$ cat config.mk
export PLATFORM = sky130hd
export DESIGN_NAME = program_loader
export DESIGN_NICKNAME = d
export VERILOG_FILES = /design/src/rtl/program_loader.sv
export SDC_FILE = /design/constraint.sdc
export NUM_CORES = 1
export LEC_CHECK = 0
export CORE_ASPECT_RATIO = 0.75
export CORE_UTILIZATION = 35
export DETAILED_ROUTE_END_ITERATION = 10
export DONT_BUFFER_PORTS = 1
export HOLD_SLACK_MARGIN = 0.1
export SYNTH_ARGS = -nofsm -noshare
export SYNTH_HDL_FRONTEND = slang
export SYNTH_SLANG_ARGS = --single-unit
$ cat constraint.sdc
create_clock -name clk -period 1.8 [get_ports clk]
set_input_delay 0.18 -clock clk [delete_from_list [all_inputs] [get_ports clk]]
set_output_delay 0.18 -clock clk [all_outputs]
set_load 0.05 [all_outputs]
$ cat src/rtl/program_loader.sv
// Boot-time loader: packs a little-endian byte stream into 32-bit words and writes them into program memory.
// Optional trailing XOR checksum byte is enabled by defining PROGRAM_LOADER_CHECKSUM_EN.
module program_loader #(
  parameter int          MEMORY_DEPTH = 256,
  parameter logic [31:0] BASE_ADDR    = 32'h0040_0000
) (
  input  logic        clk,
  input  logic        reset,
  input  logic        start_i,
  input  logic [7:0]  byte_i,
  input  logic        byte_valid_i,
  output logic        byte_ready_o,
  output logic        mem_we_o,
  output logic [31:0] mem_addr_o,
  output logic [31:0] mem_wdata_o,
  output logic        cpu_reset_o,
  output logic        busy_o,
  output logic        done_o,
  output logic        error_o,
  output logic [15:0] word_count_o
);

  typedef enum logic [2:0] {
    S_IDLE, S_LEN0, S_LEN1, S_DATA, S_WRITE, S_CHK, S_DONE, S_ERROR
  } state_t;

  localparam logic [16:0] DEPTH_W = 17'(MEMORY_DEPTH);

  state_t      state_q;
  logic [15:0] len_q;
  logic [1:0]  idx_q;
  logic [31:0] word_q;
  logic [15:0] count_q;
  logic        ready_q, we_q, cpu_rst_q, busy_q, done_q, error_q;
  logic [31:0] addr_q, wdata_q;
`ifdef PROGRAM_LOADER_CHECKSUM_EN
  logic [7:0]  chk_q;
`endif

  logic        xfer;
  logic [15:0] len_d;
  logic [15:0] count_d;

  always_comb begin
    xfer    = byte_valid_i && ready_q;
    len_d   = {byte_i, len_q[7:0]};
    count_d = count_q + 16'd1;
  end

  // Outputs are registered alongside the state, so each transition sets the
  // output values the destination state must present.
  always_ff @(posedge clk or negedge reset) begin
    if (!reset) begin
      state_q   <= S_IDLE;
      len_q     <= '0;
      idx_q     <= '0;
      word_q    <= '0;
      count_q   <= '0;
      ready_q   <= 1'b0;
      we_q      <= 1'b0;
      cpu_rst_q <= 1'b0;
      busy_q    <= 1'b0;
      done_q    <= 1'b0;
      error_q   <= 1'b0;
      addr_q    <= BASE_ADDR;
      wdata_q   <= '0;
`ifdef PROGRAM_LOADER_CHECKSUM_EN
      chk_q     <= '0;
`endif
    end else begin
      we_q <= 1'b0;
      case (state_q)
        S_IDLE, S_DONE, S_ERROR: begin
          if (start_i) begin
            state_q   <= S_LEN0;
            ready_q   <= 1'b1;
            busy_q    <= 1'b1;
            done_q    <= 1'b0;
            error_q   <= 1'b0;
            cpu_rst_q <= 1'b0;
            count_q   <= '0;
            idx_q     <= '0;
`ifdef PROGRAM_LOADER_CHECKSUM_EN
            chk_q     <= '0;
`endif
          end
        end
        S_LEN0: begin
          if (xfer) begin
            len_q[7:0] <= byte_i;
            state_q    <= S_LEN1;
          end
        end
        S_LEN1: begin
          if (xfer) begin
            len_q <= len_d;
            if (len_d == 16'd0) begin
`ifdef PROGRAM_LOADER_CHECKSUM_EN
              state_q   <= S_CHK;
`else
              state_q   <= S_DONE;
              ready_q   <= 1'b0;
              busy_q    <= 1'b0;
              done_q    <= 1'b1;
              cpu_rst_q <= 1'b1;
`endif
            end else if ({1'b0, len_d} > DEPTH_W) begin
              state_q <= S_ERROR;
              ready_q <= 1'b0;
              busy_q  <= 1'b0;
              error_q <= 1'b1;
            end else begin
              state_q <= S_DATA;
              idx_q   <= '0;
            end
          end
        end
        S_DATA: begin
          if (xfer) begin
            word_q[{idx_q, 3'b000} +: 8] <= byte_i;
            idx_q <= idx_q + 2'd1;
`ifdef PROGRAM_LOADER_CHECKSUM_EN
            chk_q <= chk_q ^ byte_i;
`endif
            if (idx_q == 2'd3) begin
              state_q <= S_WRITE;
              ready_q <= 1'b0;
              we_q    <= 1'b1;
              addr_q  <= BASE_ADDR + {14'd0, count_q, 2'b00};
              wdata_q <= {byte_i, word_q[23:0]};
            end
          end
        end
        S_WRITE: begin
          count_q <= count_d;
          if (count_d == len_q) begin
`ifdef PROGRAM_LOADER_CHECKSUM_EN
            state_q   <= S_CHK;
            ready_q   <= 1'b1;
`else
            state_q   <= S_DONE;
            busy_q    <= 1'b0;
            done_q    <= 1'b1;
            cpu_rst_q <= 1'b1;
`endif
          end else begin
            state_q <= S_DATA;
            ready_q <= 1'b1;
          end
        end
`ifdef PROGRAM_LOADER_CHECKSUM_EN
        S_CHK: begin
          if (xfer) begin
            ready_q <= 1'b0;
            busy_q  <= 1'b0;
            if (byte_i == chk_q) begin
              state_q   <= S_DONE;
              done_q    <= 1'b1;
              cpu_rst_q <= 1'b1;
            end else begin
              state_q <= S_ERROR;
              error_q <= 1'b1;
            end
          end
        end
`endif
        default: begin
          state_q <= S_IDLE;
          ready_q <= 1'b0;
          busy_q  <= 1'b0;
        end
      endcase
    end
  end

  assign byte_ready_o = ready_q;
  assign mem_we_o     = we_q;
  assign mem_addr_o   = addr_q;
  assign mem_wdata_o  = wdata_q;
  assign cpu_reset_o  = cpu_rst_q;
  assign busy_o       = busy_q;
  assign done_o       = done_q;
  assign error_o      = error_q;
  assign word_count_o = count_q;

endmodule
[Yosys cells after proc, flatten, opt, wreduce, memory -nomap -nowiden]
Cells that the tools add are included.
Operators by class
  $add $sub $neg: 4
  $lt $le $gt $ge: 1
  equality and inequality tests: 20
  shift operators: 2
  mux-type cells: 42
  bitwise operators: 3
  reductions and logical operators: 20
Operator list (number)
  $bwmux 32: 1
  $pmux 16 s2: 1
  $shift 8x7->32 const A: 1
  $shiftx 8x7->32: 1
  $add 23x18->24 const A: 1
  $mux 3: 8
  $ne 2x2->1 const B: 11
  $reduce_and 5->1: 4
  $mux 1: 18
  $add 16x1->16 const B: 1
  $eq 16x16->1: 1
  $gt 16x9->1 const B: 1
  $logic_not 16->1: 1
  $mux 16: 1
  $pmux 8 s2: 1
  $pmux 3 s5: 1
  $mux 2: 5
  $eq 3x3->1 const B: 3
  $mux 8: 1
  $neg 5->7: 1
  $reduce_and 7->1: 1
  $eq 3x2->1 const B: 2
  $pmux 2 s3: 1
  $reduce_and 2->1: 3
  other kinds (17): 22
Word-level totals
  register bits after elaboration: 138
  input bits: 12
  output and inout port bits: 86
  logic and storage cells: 105

[Depth between registers and ports, before layout]
Gate-level depths: netlist of run 1.
  depth in word-level cells: 5
  mapped depth: 8
  depth with buffers taken out: 7

[Least setup slack after synthesis of run 1]
No wires, ideal clock.
  path kind: register to register
  from: register count_q[1], in the netlist word_count_o[1]
  to: register state_q[2]
  library setup time: 120 ps
  data arrival time: 2107 ps
  data required time: 1680 ps
  path slack: -427 ps
  stages on the path, launching flop included: 8
  path buffers: 0
  clock period less this slack: 2227 ps
  cell sequence: dfrtp_1 ha_1 nand3_1 or3_1 a21oi_1 nor4_2 and3_4 a31o_1
Between the ends
  word-level cells in the longest chain between the ends: 4
Ends and longest elaborated chain
  start: declaration: line 33  | logic [15:0] count_q;
  start signal: assignment: line 135  | count_q <= count_d;
  $add 16x1->16: line 47  | count_d = count_q + 16'd1;
  $eq 16x16->1: line 136  | if (count_d == len_q) begin
  $mux 3: line 136
  $pmux 3 s5: line 72  | case (state_q)
  end signal: assignment: line 54  | state_q <= S_IDLE;
  end signal: assignment: line 75  | state_q <= S_LEN0;
  end signal: assignment: line 141  | state_q <= S_DONE;
  end: declaration: line 29  | state_t state_q;
Every way passes these cells.
A chain may end at the register's enable or synchronous reset.

[Final worst setup path of run 1]
  from: register count_q[2], in the netlist word_count_o[2]
  to: register state_q[2]
Same word-level chain as after synthesis.

==> results of run 1 <==
[how the worst min path moves through the flow]
stage / to / slack (ns)
after floorplan: busy_o$_DFFE_PN0P_ / -0.12
after global placement: mem_wdata_o[20]$_DFFE_PN0P_ / -0.11
after detailed placement: mem_wdata_o[19]$_DFFE_PN0P_ / -0.11
after CTS: byte_ready_o$_DFFE_PN0P_ / -0.56
after global routing: mem_wdata_o[18]$_DFFE_PN0P_ / -0.56
final: mem_wdata_o[19]$_DFFE_PN0P_ / -0.54
[final cells by class]
cell class	instances	area [µm²]	area share [%]
multi-input combinational	394	2980	38.4
clock inverter	9	179	2.31
timing repair buffer	114	966	12.4
inverter	8	33.8	0.435
tap	210	263	3.39
clock buffer	22	464	5.98
sequential	114	2870	37.0
[state kept, by name, indices dropped and copies added (netlist names)]
| name | flops |
|---|---|
| byte_ready_o | 1 |
| busy_o | 1 |
| len_q | 16 |
| word_count_o | 16 |
| mem_wdata_o | 32 |
| word_q | 24 |
| mem_addr_o | 16 |
| state_q | 3 |
| mem_we_o | 1 |
| idx_q | 2 |
| done_o | 1 |
| error_o | 1 |
[cell usage in the layout (no fill, tap or decap), types with 8 or more instances in the layout]
cell type      count
nand2_1           77
clkbuf_16         17
buf_6             10
mux2_2            56
a21oi_1            9
buf_4             91
dlygate4sd3_1      9
o31ai_1            9
dfrtp_1           99
o21ai_0           51
a31oi_1            8
dfrtp_2           14
conb_1            16
nor2_1            23
[through the flow]
step	utilization [%]	cells	TNS, ns	setup WS [ns]
2_1_floorplan	-	564	-0.664	-0.150
3_3_place_gp	40.7	813	-1.51	-0.270
3_5_place_dp	40.7	813	-1.68	-0.293
4_1_cts	47.0	865	-0.199	-0.0591
5_1_grt	48.3	871	-0.658	-0.143
6_report	48.3	871	-0.306	-0.0727
[cell families (layout without fill, tap and decap cells)]
family | Yosys count | in the layout
xor gates and xnor gates | 17 | 17
other | 2 | 16
and+or+nand+nor | 178 | 178
DFF | 114 | 114
AOI/OAI and AO/OA | 113 | 113
adders and majority gates | 6 | 6
muxes | 64 | 64
buffers and inverters | 56 | 153
[per-layer routing]
| layer | GRT usage [%] | vias up | wire length [µm] |
|---|---|---|---|
| met5 | 0 | - | 0 |
| met4 | 6.67 | 0 | 193 |
| met3 | 6.33 | 21 | 1050 |
| met2 | 30.4 | 136 | 7170 |
| met1 | 25.7 | 2238 | 6930 |
| li1 | - | 2115 | - |
[power by group through the flow]
stage          Sequential [W]  Clock (W)  Combinational (W)
2_1_floorplan         0.00412          0            0.00183
3_3_place_gp          0.00408          0            0.00272
3_5_place_dp          0.00410          0            0.00278
4_1_cts               0.00409    0.00376            0.00313
5_1_grt               0.00420    0.00388            0.00369
6_report              0.00412    0.00370            0.00337
[worst max-delay path: cells and delay by family, from the launching register on]
family                 cells  cell delay (ns)
buffers and inverters      2             0.26
DFF                        1             0.45
and+or+nand+nor            4             0.71
AOI/OAI and AO/OA          2             0.34
[repair_timing]
action	in CTS	in global routing
buffers inserted	14	7
resized for setup	40	35
gates cloned	0	0
endpoints found under the hold margin	168	114
endpoints found under the setup margin	8	44
pin swaps	15	22
==> impl_metrics.yaml, run 1 <==
worst_setup_path:
  crit_arrival_ns: 2.18
  cp_cell_sequence: "buf_6 -> nand3_4 -> buf_6 -> or3_1 -> nand4b_1 -> o311ai_2 -> and3_4 -> a31o_1"
  crit_start: "word_count_o[2]$_DFFE_PN0P_"
  path_max_fanout: 7
  cpMostUsedCell: "buf_6"
  start_kind: "flip-flop"
  r2r_start: "word_count_o[2]$_DFFE_PN0P_"
  worstPathRequired_ns: 2.11
  r2r_cells: 8
  rr_endpoint: "state_q[2]$_DFFE_PN0P_"
  reg2reg_slack_ns: -0.07
  max_stage_delay_ns: 0.45
  crit_end: "state_q[2]$_DFFE_PN0P_"
  cpMaxStageDelayCell: "dfrtp_2"
  crit_path_end_kind: "flip-flop"
  critical_path_class: "reg2reg"
status:
  violations: "hold timing, setup timing"
  status: "complete, but fails checks"
hold_path:
  holdCritPathClass: "in2async"
timing:
  fin_skew_ns: 0.00733
  holdWs_ns: -0.541
  timing.fmax_mhz: 534
  setup_viol: 5
  fin_ws_ns: -0.0727
  rsz0062_at_grt: "true"
  fin_crit_sh_pct: 104
  slew_violations: 0
  fin_crit_ns: 1.87
  hold_viol: 114
  slew_headroom_pct: 65.1
  worst_pin_slew_ns: 0.524
global_routing:
  grt_pass1_wl_um: 25200
  grt_pass1_vias: 4706
  grt_util_all_layers_pct: 19.6
  grt_max_degree: 115
  antenna_found_initial: 0
  overflow: 0
yosys:
  synth_cells: 550
  yosysSeqAreaShare_pct: 49.4
  synth_area_um2: 5770
  ys_async_sr_fraction_pct: 100
  yosysMostFrequentCell: "dfrtp_1"
  synth-adder-area-share_pct: 1.30
  synth_mux_area_share_pct: 12.8
  synth-seq-cells: 114
  yosys.area_share.simple_pct: 16.0
  synthXorXnorAreaFrac_pct: 2.71
  synth.largest_area_cell: "dfrtp_1"
  avgSynthCellArea_um2: 10.5
  synth_edf_count: 0
  ys_warn_count: 0
  yosys-top-cells-count: "dfrtp_1 (114), nand2_1 (82), mux2_2 (56), o21ai_0 (56), nor2_1 (25)"
  synth-compound-area-share_pct: 12.0
  synth_top_area_share_pct: 49.4
  synth.area.top_cells: "dfrtp_1 (49%), mux2_2 (11%), nand2_1 (5.3%)"
  synth_ff_type: "dfrtp_1"
  ys_types: 67
  synth_top_family_by_area: "simple AND/OR/NAND/NOR gates"
routing:
  routed-via-count: 4510
  drt_iter0_drc: 210
  dr.pass1.iters: 5
  drc: 0
  viasPerCell: 5.18
  wl_per_cell_um: 17.6
  wl_um: 15300
  detail-route-antenna-nets: 0
finish:
  drive_above_1_share_pct: 41.1
  fillers: 1434
  nNetsFinal: 667
  area_growth_pct: 34.4
  diodes: 0
  fin_area_um2: 7760
die:
  core_um2: 16100
  dieArea_um2: 17000
  die_w_um: 150
  pin_count: 98
  rows: 40
  start_util_pct: 35.9
  die_y_um: 113
power:
  leakage_nw: 3.60
  ir_drop_mv: 0.817
  sequentialPowerShare_pct: 36.8
  clock_power_share_pct: 33.1
  sw_frac_of_total_pct: 35.6
  power_density_nw_per_um2: 1440
  internal_power_w: 0.00720
  pwr-share-comb_pct: 30.1
  power.total_w: 0.0112
  p_sw_w: 0.00399
placement:
  io_buffers: 0
  place_congestion: 0.832
  place_hpwl_um: 10200
  placedInstanceArea_um2: 6540
cts:
  cts_sinks: 114
  ctsHoldBuffers: 9
  cts_tree: "yes"
  cts_htree_levels: 4
  worstSkewPairLatency_ns: 0.42
  clk_pin_slew_ns: 0.06
  cts_made_buffers: 17
  clockRootBuffer: "clkbuf_16"
  clk_path_buf_depth: 2
flow_run:
  maxCapViolCount: 0
Power figures use the tool's default switching activity.
==> run 2: changes to the inputs <==
CTS_CLUSTER_SIZE = 10   (was unset)
RECOVER_POWER = 100   (was unset)
clock period = 2.3 ns   (was 1.8 ns; I/O delays follow)
==> run 2 against run 1 <==
The flow finishes with violations (hold timing); largest cell class is now registers; first-iteration DRC count increased by 90%; worst hold slack better by 0.058 ns; highest routed layer unchanged; global-route usage is 1.4 points lower; design area fell by 14%; count of clock-buffer cells in the layout shrank 1; total power decreased by 30%; cell count shrank 8.4%; clock power fell by 28%; flip-flop and latch count did not move; setup slack improved by 0.18 ns; combinational power shrank 45%.
==> impl_metrics.yaml, run 2 (same netlist as run 1, synthesis figures left out) <==
die:
  pin_count: 98
  die_w_um: 150
  start_util_pct: 35.9
  core_um2: 16100
  dieArea_um2: 17000
  rows: 40
  die_y_um: 113
cts:
  worstSkewPairLatency_ns: 0.41
  cts_htree_levels: 4
  cts_setup_buffers: 0
  clockRootBuffer: "clkbuf_16"
  cts_tree: "yes"
  ctsHoldBuffers: 9
  cts_sinks: 114
  clk_pin_slew_ns: 0.05
  clk_path_buf_depth: 2
  cts_made_buffers: 17
worst_setup_path:
  critPathTopFamily: "buffers and inverters"
  max_stage_delay_ns: 0.68
  path_buf_inv: 1
  cpMaxStageDelayCell: "clkbuf_1"
  reg2reg_slack_ns: 0.11
  cp_cell_sequence: "clkbuf_1 -> nand4_1 -> a311oi_1 -> nor2_1 -> and3_4 -> a31o_1"
  start_kind: "flip-flop"
  worstPathRequired_ns: 2.59
  crit_arrival_ns: 2.48
  path_max_fanout: 6
  crit_path_end_kind: "flip-flop"
  critical_path_class: "reg2reg"
global_routing:
  grt_max_degree: 115
  grt_pass1_wl_um: 23400
  antenna_found_initial: 0
  grt_use_met3_pct: 5.28
  grtUsageMet2_pct: 26.5
  overflow: 0
  use_met1_pct: 26.0
  grt.busiest_layer: "met2"
  grt_pass1_vias: 4128
  grt_util_all_layers_pct: 18.2
timing:
  timing.fmax_mhz: 457
  worst_pin_slew_ns: 0.895
  fin_crit_ns: 2.19
  slew_violations: 0
  fin_skew_ns: 0.00952
  hold_viol: 114
  holdWs_ns: -0.482
  setup_viol: 0
  slew_headroom_pct: 40.4
  setup_tns_ns: 0
  fin_crit_sh_pct: 95.2
  rsz0062_at_grt: "false"
  fin_ws_ns: 0.111
power:
  p_sw_w: 0.00285
  leakage_nw: 3.03
  internal_power_w: 0.00493
  pwr-share-comb_pct: 24.0
  ir_drop_mv: 0.509
  power.total_w: 0.00778
  clock_power_share_pct: 34.1
  power_density_nw_per_um2: 1170
  sw_frac_of_total_pct: 36.6
  sequentialPowerShare_pct: 41.9
routing:
  dr.pass1.iters: 5
  wl_per_cell_um: 18.5
  drt_iter0_drc: 400
  routed-via-count: 4234
  detail-route-antenna-nets: 0
  wl_um: 14800
  drc: 0
  viasPerCell: 5.31
finish:
  nNetsFinal: 594
  seqCellArea_um2: 2850
  final_cell_count_no_fill: 798
  area_growth_pct: 15.1
  multi_input_area_um2: 2620
  fillers: 1534
  final_common_cell: "dfrtp_1"
  largest_reg_flops: 32
  postLayoutCoreUtil_pct: 41.3
  final_cell_mix: "dfrtp_1 (114), nand2_1 (83), mux2_2 (56), o21ai_0 (56), nor2_1 (27)"
  drive_above_1_share_pct: 20.7
  diodes: 0
placement:
  place_congestion: 0.913
  placed_cells: 758
  io_buffers: 0
  dp_slack_ns: 0.150
  place_hpwl_um: 9820
status:
  status: "complete, but fails checks"
  violations: "hold timing"
flow_run:
  maxCapViolCount: 0
hold_path:
  holdCritPathClass: "in2async"
## run 2: cell types whose count changed in the layout (fill, tap and decap cells not counted), sizes merged
cell,delta
bufinv,-2
clkinv,+3
buf,-88
clkinvlp,-1
clkbuf,+14
inv,+1
## run 2: final cells by class
cell class	count	area share (%)
multi-input cells	394	39.5
well taps	210	3.96
clock inverters	10	2.02
flip-flops and latches	114	42.9
inverters	8	0.452
clock buffers	21	6.93
repair buffers	41	4.22
## run 2: power groups by stage
| stage | Clock (W) | Sequential, W | Combinational [W] |
|---|---|---|---|
| 3_5_place_dp | 0 | 0.00330 | 0.00184 |
| 2_1_floorplan | 0 | 0.00320 | 0.00142 |
| 5_1_grt | 0.00281 | 0.00332 | 0.00206 |
| 4_1_cts | 0.00270 | 0.00326 | 0.00188 |
| 6_report | 0.00265 | 0.00326 | 0.00187 |
| 3_3_place_gp | 0 | 0.00327 | 0.00179 |
## run 2: through the flow
| stage | hold WS [ns] | cell area [µm²] |
|---|---|---|
| finish | -0.482 | 6640 |
| CTS | -0.499 | 6730 |
| detailed placement | -0.0618 | 6040 |
| global route | -0.505 | 6640 |
| global placement | -0.0627 | 6040 |
| floorplan | -0.0656 | 5820 |
## run 2: path summary, 6_finish.rpt
kind | endpoint | start | depth (start not counted)
setup / recovery | state_q[2]$_DFFE_PN0P_ | word_count_o[12]$_DFFE_PN0P_ | 6
hold / removal | mem_wdata_o[19]$_DFFE_PN0P_ | reset | 0
setup reg to reg | state_q[2]$_DFFE_PN0P_ | word_count_o[12]$_DFFE_PN0P_ | 6
hold reg to reg | word_q[15]$_DFFE_PN0P_ | word_q[15]$_DFFE_PN0P_ | 2
max in group asynchronous | word_count_o[13]$_DFFE_PN0P_ | reset | 0
min in group clk | state_q[2]$_DFFE_PN0P_ | start_i | 3
## run 2: repair_timing
item                                   4_1_cts  5_1_grt
setup endpoints to repair                    0        4
endpoints found under the hold margin      167      114
resized for setup                            0        3
## run 2: metal layers
metal,routed length (µm),part of all wire (%)
met5,0,0
met4,153,1.0
met3,1140,7.7
met2,6420,43
met1,7070,48
